### config.mk
export PLATFORM = sky130hd
export DESIGN_NAME = minibyte_bus_arbiter
export DESIGN_NICKNAME = d
export VERILOG_FILES = /design/src/rtl/minibyte_bus_arbiter.sv
export SDC_FILE = /design/constraint.sdc
export NUM_CORES = 1
export LEC_CHECK = 0
export CORE_UTILIZATION = 42
export DETAILED_ROUTE_END_ITERATION = 10
export HOLD_SLACK_MARGIN = 0.1
export PLACE_DENSITY_LB_ADDON = 0.05
export SLEW_MARGIN = 20
export SYNTH_ARGS = -nofsm -noshare
export SYNTH_HDL_FRONTEND = slang
export SYNTH_SLANG_ARGS = --single-unit
export TNS_END_PERCENT = 20
### constraint.sdc
create_clock -name clk_in -period 2.3 [get_ports clk_in]
set_input_delay 0.46 -clock clk_in [delete_from_list [all_inputs] [get_ports clk_in]]
set_output_delay 0.46 -clock clk_in [all_outputs]
set_load 0.05 [all_outputs]
### src/rtl/minibyte_bus_arbiter.sv
`timescale 1ns/1ps
// Two-requester round-robin arbiter that sequences the Minibyte memory bus:
// one fixed-shape ADDR / WAIT* / STROBE / ACK cycle per granted request.
module minibyte_bus_arbiter #(
  parameter int ADDR_W = 7,
  parameter int DATA_W = 8,
  parameter int WAIT_W = 2
) (
  input  logic              clk_in,
  input  logic              rst_in,
  input  logic [WAIT_W-1:0] wait_cfg_in,
  input  logic              r0_req_in,
  input  logic              r0_we_in,
  input  logic [ADDR_W-1:0] r0_addr_in,
  input  logic [DATA_W-1:0] r0_data_in,
  output logic              r0_ack_out,
  output logic [DATA_W-1:0] r0_data_out,
  input  logic              r1_req_in,
  input  logic              r1_we_in,
  input  logic [ADDR_W-1:0] r1_addr_in,
  input  logic [DATA_W-1:0] r1_data_in,
  output logic              r1_ack_out,
  output logic [DATA_W-1:0] r1_data_out,
  output logic [ADDR_W-1:0] bus_addr_out,
  output logic [DATA_W-1:0] bus_data_out,
  output logic              bus_we_out,
  output logic              bus_drive_out,
  input  logic [DATA_W-1:0] bus_data_in,
  output logic              busy_out,
  output logic              owner_out
);

  typedef enum logic [2:0] {S_IDLE, S_ADDR, S_WAIT, S_STROBE, S_ACK} state_t;

  state_t              state_q, state_d;
  logic                last_owner_q, last_owner_d;
  logic                owner_q, owner_d;
  logic                we_q, we_d;
  logic [ADDR_W-1:0]   addr_q, addr_d;
  logic [DATA_W-1:0]   wdata_q, wdata_d;
  logic [WAIT_W-1:0]   cnt_q, cnt_d;
  logic                gnt;

  logic                busy_q, drive_q, bus_we_q, ack0_q, ack1_q;
  logic [DATA_W-1:0]   rdata0_q, rdata1_q;

  always_comb begin
    state_d      = state_q;
    last_owner_d = last_owner_q;
    owner_d      = owner_q;
    we_d         = we_q;
    addr_d       = addr_q;
    wdata_d      = wdata_q;
    cnt_d        = cnt_q;
    gnt          = 1'b0;
    case (state_q)
      S_IDLE: begin
        if (r0_req_in || r1_req_in) begin
          // On a tie the requester that did not win last time gets the bus.
          gnt          = (r0_req_in && r1_req_in) ? ~last_owner_q : r1_req_in;
          owner_d      = gnt;
          last_owner_d = gnt;
          we_d         = gnt ? r1_we_in   : r0_we_in;
          addr_d       = gnt ? r1_addr_in : r0_addr_in;
          wdata_d      = gnt ? r1_data_in : r0_data_in;
          state_d      = S_ADDR;
        end
      end
      S_ADDR: begin
        cnt_d   = wait_cfg_in;
        state_d = (wait_cfg_in != '0) ? S_WAIT : S_STROBE;
      end
      S_WAIT: begin
        cnt_d = cnt_q - WAIT_W'(1);
        if (cnt_q <= WAIT_W'(1)) begin
          cnt_d   = '0;
          state_d = S_STROBE;
        end
      end
      S_STROBE: state_d = S_ACK;
      S_ACK:    state_d = S_IDLE;
      default:  state_d = S_IDLE;
    endcase
  end

  // Outputs are registered from next-state values so they line up with the state.
  always_ff @(posedge clk_in or posedge rst_in) begin
    if (rst_in) begin
      state_q      <= S_IDLE;
      last_owner_q <= 1'b1;
      owner_q      <= 1'b0;
      we_q         <= 1'b0;
      addr_q       <= '0;
      wdata_q      <= '0;
      cnt_q        <= '0;
      busy_q       <= 1'b0;
      drive_q      <= 1'b0;
      bus_we_q     <= 1'b0;
      ack0_q       <= 1'b0;
      ack1_q       <= 1'b0;
      rdata0_q     <= '0;
      rdata1_q     <= '0;
    end else begin
      state_q      <= state_d;
      last_owner_q <= last_owner_d;
      owner_q      <= owner_d;
      we_q         <= we_d;
      addr_q       <= addr_d;
      wdata_q      <= wdata_d;
      cnt_q        <= cnt_d;
      busy_q       <= (state_d != S_IDLE);
      drive_q      <= we_d && ((state_d == S_ADDR) || (state_d == S_WAIT) ||
                               (state_d == S_STROBE));
      bus_we_q     <= we_d && (state_d == S_STROBE);
      ack0_q       <= (state_d == S_ACK) && !owner_d;
      ack1_q       <= (state_d == S_ACK) && owner_d;
      if ((state_q == S_STROBE) && !we_q) begin
        if (owner_q) rdata1_q <= bus_data_in;
        else         rdata0_q <= bus_data_in;
      end
    end
  end

  assign r0_ack_out    = ack0_q;
  assign r1_ack_out    = ack1_q;
  assign r0_data_out   = rdata0_q;
  assign r1_data_out   = rdata1_q;
  assign bus_addr_out  = addr_q;
  assign bus_data_out  = wdata_q;
  assign bus_we_out    = bus_we_q;
  assign bus_drive_out = drive_q;
  assign busy_out      = busy_q;
  assign owner_out     = owner_q;

endmodule
==> results of run 1 <==
[cell families after synthesis]
| family | share of synthesized area [%] |
|---|---|
| DFF | 58.0 |
| buffers and inverters | 2.63 |
| AOI/OAI and AO/OA | 4.15 |
| muxes | 29.5 |
| and+or+nand+nor | 5.73 |
[sequential cells by signal, indices dropped and copies added, names as in the netlist]
signal	cells
r1_data_out	8
owner_out	1
bus_data_out	8
state_q	3
bus_drive_out	1
busy_out	1
cnt_q	2
last_owner_q	1
bus_addr_out	7
r1_ack_out	1
r0_data_out	8
we_q	1
r0_ack_out	1
bus_we_out	1
[area by class of cell]
| class | instances | area (µm²) |
|---|---|---|
| clock buffer | 7 | 96.3 |
| clock inverter | 1 | 30.0 |
| tap | 52 | 65.1 |
| fill | 311 | 1430 |
| inverter | 6 | 22.5 |
| timing repair buffer | 85 | 856 |
| multi-input combinational | 73 | 748 |
| sequential | 44 | 1100 |
[routing by layer]
| metal | global-route usage, % | part of all wire (%) |
|---|---|---|
| met1 | 21.4 | 40 |
| met2 | 30.6 | 50 |
| met3 | 5.96 | 7.4 |
| met4 | 7.71 | 2.4 |
| met5 | 0 | 0 |
[synth_stat cells, drive strengths merged]
| library cell | instances |
|---|---|
| o22ai | 1 |
| dfstp | 1 |
| mux2i | 2 |
| o32a | 2 |
| o22a | 2 |
| nor3 | 1 |
| o21ai | 1 |
| o2bb2ai | 1 |
| nor4b | 1 |
| or4 | 1 |
| a21boi | 1 |
| mux2 | 48 |
| nor4 | 1 |
| inv | 6 |
| nor2 | 3 |
| nand3b | 1 |
| nand2b | 2 |
| and2 | 1 |
| nor3b | 1 |
| buf | 3 |
| dfrtp | 43 |
| nand3 | 1 |
| a21oi | 2 |
[power by group]
part / internal (µW) / leakage [µW] / switching, µW
registers: 1160 / 0.000528 / 259
logic: 1070 / 0.000612 / 1590
clock network: 383 / 0.0000645 / 239
[through the flow]
stage                     setup WS (ps)  total power [µW]  util [%]  cell area [µm²]
after CTS                           182              4750      67.1             2920
after detailed placement            243              4110      64.2             2790
after floorplan                     531              3220         -             1900
final                               200              4700      67.1             2920
after global routing                116              4930      67.1             2920
after global placement              273              4030      64.2             2790
[how the worst max path moves through the flow]
stage | slack (ps) | cells past startpoint | end
after global routing | 120 | 1 | owner_out
after global placement | 270 | 5 | bus_addr_out[4]$_DFFE_PP0P_
after CTS | 180 | 1 | owner_out
after detailed placement | 240 | 5 | bus_data_out[6]$_DFFE_PP0P_
after floorplan | 530 | 4 | bus_addr_out[4]$_DFFE_PP0P_
final | 200 | 1 | owner_out
==> results.sh, run 1 <==
export IMPL_ios=83
export IMPL_hold_class="register to register"
export IMPL_finalHoldViolCount=0
export IMPL_row_count=24
export IMPL_grt_start_max_net_pins=45
export IMPL_fp_dieW_um=69.3
export IMPL_peakVddDrop_uv=1030
export IMPL_slew_violations=0
export IMPL_synth_nets=172
export IMPL_core_um2=4350
export IMPL_ys_ff_latch=44
export IMPL_cp_slowest_cell="clkdlybuf4s50_1"
export IMPL_hold_depth=1
export IMPL_yosysWarnings=0
export IMPL_crit_chain="clkdlybuf4s50_1"
export IMPL_seq_area_frac_synth_pct=58.0
export IMPL_wirelength_um=4000
export IMPL_fin_crit_sh_pct=91.3
export IMPL_wl_per_cell_um=14.9
export IMPL_htreeDepth=2
export IMPL_start_kind="register"
export IMPL_cts_buffers=5
export IMPL_worstHoldEndpoint="r1_data_out[3]$_DFFE_PP0P_"
export IMPL_cts_tree="done"
export IMPL_vias=1359
export IMPL_synthesis_area_um2=1900
export IMPL_setup_violations_final=0
export IMPL_io_buffers=82
export IMPL_syn_inst=126
export IMPL_num_nets_final=261
export IMPL_hold_buffers=0
export IMPL_fin_setup_tns_ps=0
export IMPL_worst_pin_slew_ps=532
export IMPL_leakagePower_uw=0.00120
export IMPL_crit_fanout=6
export IMPL_status="finished, final reports clean"
export IMPL_start_util_pct=43.6
export IMPL_cts_resized=0
export IMPL_ys_types=24
export IMPL_fin_hold_ws_ps=507
export IMPL_min_from="r1_data_out[3]$_DFFE_PP0P_"
export IMPL_layout_common_cells="clkdlybuf4s50_1 (82), mux2_2 (48), dfrtp_1 (43)"
export IMPL_synth_top_area_share_pct=56.6
export IMPL_powerDensity_nw_per_um2=1610
export IMPL_gr_total_overflow=0
export IMPL_cts_sinks=44
export IMPL_antenna_found_initial=0
export IMPL_maxSlewHeadroom_pct=64.4
export IMPL_areaGrowthSynthToFinish_pct=53.7
export IMPL_grt_pass1_wl_um=6970
export IMPL_cts_root_buf="clkbuf_8"
export IMPL_clkSlewWorstSetupHoldPaths_ps=80
export IMPL_arrival_ps=1640
export IMPL_final_common_cell="clkdlybuf4s50_1"
export IMPL_dieArea_um2=4800
export IMPL_crit_required_ps=1840
export IMPL_die_y_um=69.3
export IMPL_hpwl_um=3010
export IMPL_layout_min_cycle_time_ps=2100
export IMPL_max_cap_viol_count=0
export IMPL_cts_setup_buffers=0
export IMPL_drtAntennaViolNets=0
export IMPL_drcViolationCount=0
export IMPL_grt_use_total_pct=18.3
export IMPL_timing_rr_start="state_q[2]$_DFF_PP0_"
export IMPL_synth_area_leader_cell="dfrtp_1"
export IMPL_crit_start="owner_out$_DFF_PP0_"
export IMPL_reg2reg_depth=3
export IMPL_criticalPathCategory="register to output port"
export IMPL_syn_area_per_cell_um2=15.1
export IMPL_drtPass1Iterations=4
export IMPL_r2r_end="r0_data_out[2]$_DFFE_PP0P_"
export IMPL_crit_family="buffers and inverters"
export IMPL_fmax_mhz=476
export IMPL_cp_slowest_stage_delay_ps=870
export IMPL_finalNonFillerCells=268
export IMPL_via_per_inst=5.07
export IMPL_synthTopCellsByArea="dfrtp_1 (57%), mux2_2 (28%), dfstp_2 (1.4%)"
export IMPL_regToRegSetupSlack_ps=570
export IMPL_clk_latency_ps=290
export IMPL_first_global_vias=1457
export IMPL_place_congestion=0.754
export IMPL_end_kind="output port"
export IMPL_cts_max_path_buffers=2
export IMPL_final_layout_size_suffix_gt1_share_pct=29.6
export IMPL_placed_cells=260
export IMPL_diodes=0
export IMPL_rsz0062_at_grt="false"
export IMPL_cp_num_buf_inv=1
export IMPL_fin_skew_ps=3.10
export IMPL_drt_iter0_drc=63
(Power assumes the default switching activity.)
==> inputs of run 2 (changes only) <==
CAP_MARGIN = 20   (was default)
TNS_END_PERCENT = 1   (was 20)
==> results of run 2 <==
The final DEF is identical to that of run 1; final timing and power are the same.
==> inputs of run 3 (changes only) <==
CORE_UTILIZATION = 38   (was 42)
clock period = 1.8 ns   (was 2.3 ns; I/O delays follow)
==> run 3 against run 2 <==
Net effect: global-route usage shrank 1.4 points; design area shrank 0.56%; die area grew 10%; hold slack lost 160 ps; critical path type is now input pin to register; sequential share of layout area grew 0.21 points; first-iteration DRC count grew 21%.
==> results.sh, run 3 (synthesis results as in run 1) <==
export IMPL_via_per_inst=4.79
export IMPL_final_common_cell="mux2_2"
export IMPL_met1Wirelength_um=1620
export IMPL_fin_hold_ws_ps=349
export IMPL_switchingPower_uw=2700
export IMPL_dpl_cell_area_um2=2780
export IMPL_core_um2=4750
export IMPL_fp_dieW_um=72.7
export IMPL_layout_min_cycle_time_ps=1630
export IMPL_peakVddDrop_uv=1200
export IMPL_cts_max_path_buffers=2
export IMPL_worst_pin_slew_ps=508
export IMPL_crit_chain="clkdlybuf4s50_1 -> a21boi_2 -> buf_4 -> mux2_2 -> mux2_2"
export IMPL_wl_met3_um=232
export IMPL_cts_buffers=5
export IMPL_cts_sinks=44
export IMPL_num_nets_final=267
export IMPL_finalHoldViolCount=0
export IMPL_placed_cells=281
export IMPL_clkSlewWorstSetupHoldPaths_ps=80
export IMPL_cts_root_buf="clkbuf_8"
export IMPL_antenna_found_initial=0
export IMPL_cpMostUsedCell="mux2_2"
export IMPL_dp_slack_ps=-142
export IMPL_cp_slowest_stage_delay_ps=470
export IMPL_cts_setup_buffers=0
export IMPL_drtPass1Iterations=4
export IMPL_final_cell_area_um2=2900
export IMPL_internal_power_uw=3240
export IMPL_powerDensity_nw_per_um2=2040
export IMPL_cp_slowest_cell="clkdlybuf4s50_1"
export IMPL_die_y_um=72.7
export IMPL_start_kind="input pin"
export IMPL_cts_tree="done"
export IMPL_diodes=0
export IMPL_final_layout_size_suffix_gt1_share_pct=48.2
export IMPL_grt_use_total_pct=16.9
export IMPL_row_count=25
export IMPL_grt_pass1_wl_um=6560
export IMPL_setup_slack_ps=174
export IMPL_leakagePower_uw=0.00128
export IMPL_clk_latency_ps=290
export IMPL_wl_per_cell_um=14.2
export IMPL_first_global_vias=1444
export IMPL_wirelength_um=4090
export IMPL_start_util_pct=40.0
export IMPL_drcViolationCount=0
export IMPL_criticalPathCategory="input pin to register"
export IMPL_drt_iter0_drc=76
export IMPL_fin_skew_ps=8.23
export IMPL_io_buffers=82
export IMPL_grt_start_max_net_pins=21
export IMPL_share_comb_of_total_power_pct=55.8
export IMPL_ios=83
export IMPL_crit_fanout=9
export IMPL_max_cap_viol_count=0
export IMPL_p_clk_share_pct=13.7
export IMPL_arrival_ps=1800
export IMPL_slew_violations=0
export IMPL_maxSlewHeadroom_pct=66.0
export IMPL_layout_common_cells="mux2_2 (48), clkdlybuf4s50_1 (45), buf_4 (44)"
export IMPL_p_total_uw=5940
export IMPL_end_kind="register"
export IMPL_gr_total_overflow=0
export IMPL_fmax_mhz=615
export IMPL_vias=1384
export IMPL_wl_met2_um=2190
export IMPL_highest_layer="met4"
export IMPL_dieArea_um2=5290
export IMPL_hold_class="input pin to async pin"
export IMPL_drtAntennaViolNets=0
export IMPL_areaGrowthSynthToFinish_pct=52.8
export IMPL_fin_crit_sh_pct=90.3
export IMPL_hpwl_um=3160
export IMPL_cts_resized=0
export IMPL_rsz0062_at_grt="false"
export IMPL_crit_required_ps=1970
export IMPL_hold_buffers=0
export IMPL_place_congestion=0.758
export IMPL_power_frac_seq_pct=30.5
export IMPL_switching_share_pct=45.5
export IMPL_finalNonFillerCells=289
export IMPL_status="finished, final reports clean"
export IMPL_htreeDepth=2
export IMPL_setup_violations_final=0
## run 3: cell count changes in the layout (fill, tap and decap cells not counted)
| cell | change |
|---|---|
| buf_4 | +42 |
| clkdlybuf4s50_1 | -37 |
| buf_12 | +1 |
## run 3: area by class of cell
class / instances / area, µm²
repair buffers: 91 / 821
well taps: 67 / 83.8
clock buffers: 7 / 96.3
fillers: 389 / 1850
clock inverters: 1 / 30.0
multi-input cells: 73 / 748
flip-flops and latches: 44 / 1100
inverters: 6 / 22.5
## run 3: per-layer routing
layer / up-vias / global-route usage (%)
li1: 644 / -
met1: 689 / 18.2
met2: 46 / 31.3
met3: 5 / 4.14
met4: 0 / 7.19
met5: - / 0
## run 3: power by group through the flow
stage	Clock, µW	Combinational, µW	Sequential, µW
2_1_floorplan	0	934	3180
3_3_place_gp	0	3280	1800
3_5_place_dp	0	3340	1820
4_1_cts	825	3340	1810
5_1_grt	871	3460	1870
6_report	814	3310	1810
## run 3: worst max-delay path, delay by kind of cell
kind	cells	cell delay [ps]
compound gates	1	170
mux	2	610
buf+inv	2	660
## run 3: final timing paths
path                       cells after the start                  startpoint  slack, ps                     endpoint
min in group clk_in                            1  r1_data_out[1]$_DFFE_PP0P_        510   r1_data_out[1]$_DFFE_PP0P_
max                                            5                   r1_req_in        170  bus_data_out[3]$_DFFE_PP0P_
max reg2reg                                    4        state_q[1]$_DFF_PP0_        220   r1_data_out[4]$_DFFE_PP0P_
max in group asynchronous                      3                      rst_in        940  bus_addr_out[0]$_DFFE_PP0P_
min reg2reg                                    1  r1_data_out[1]$_DFFE_PP0P_        510   r1_data_out[1]$_DFFE_PP0P_
min                                            2                      rst_in        350  bus_data_out[7]$_DFFE_PP0P_
## run 3: through the flow
step	TNS, ps	util, %
finish	0	61.1
global route	0	61.1
CTS	0	61.1
detailed placement	-2060	58.4
global placement	-1690	58.4
floorplan	0	-
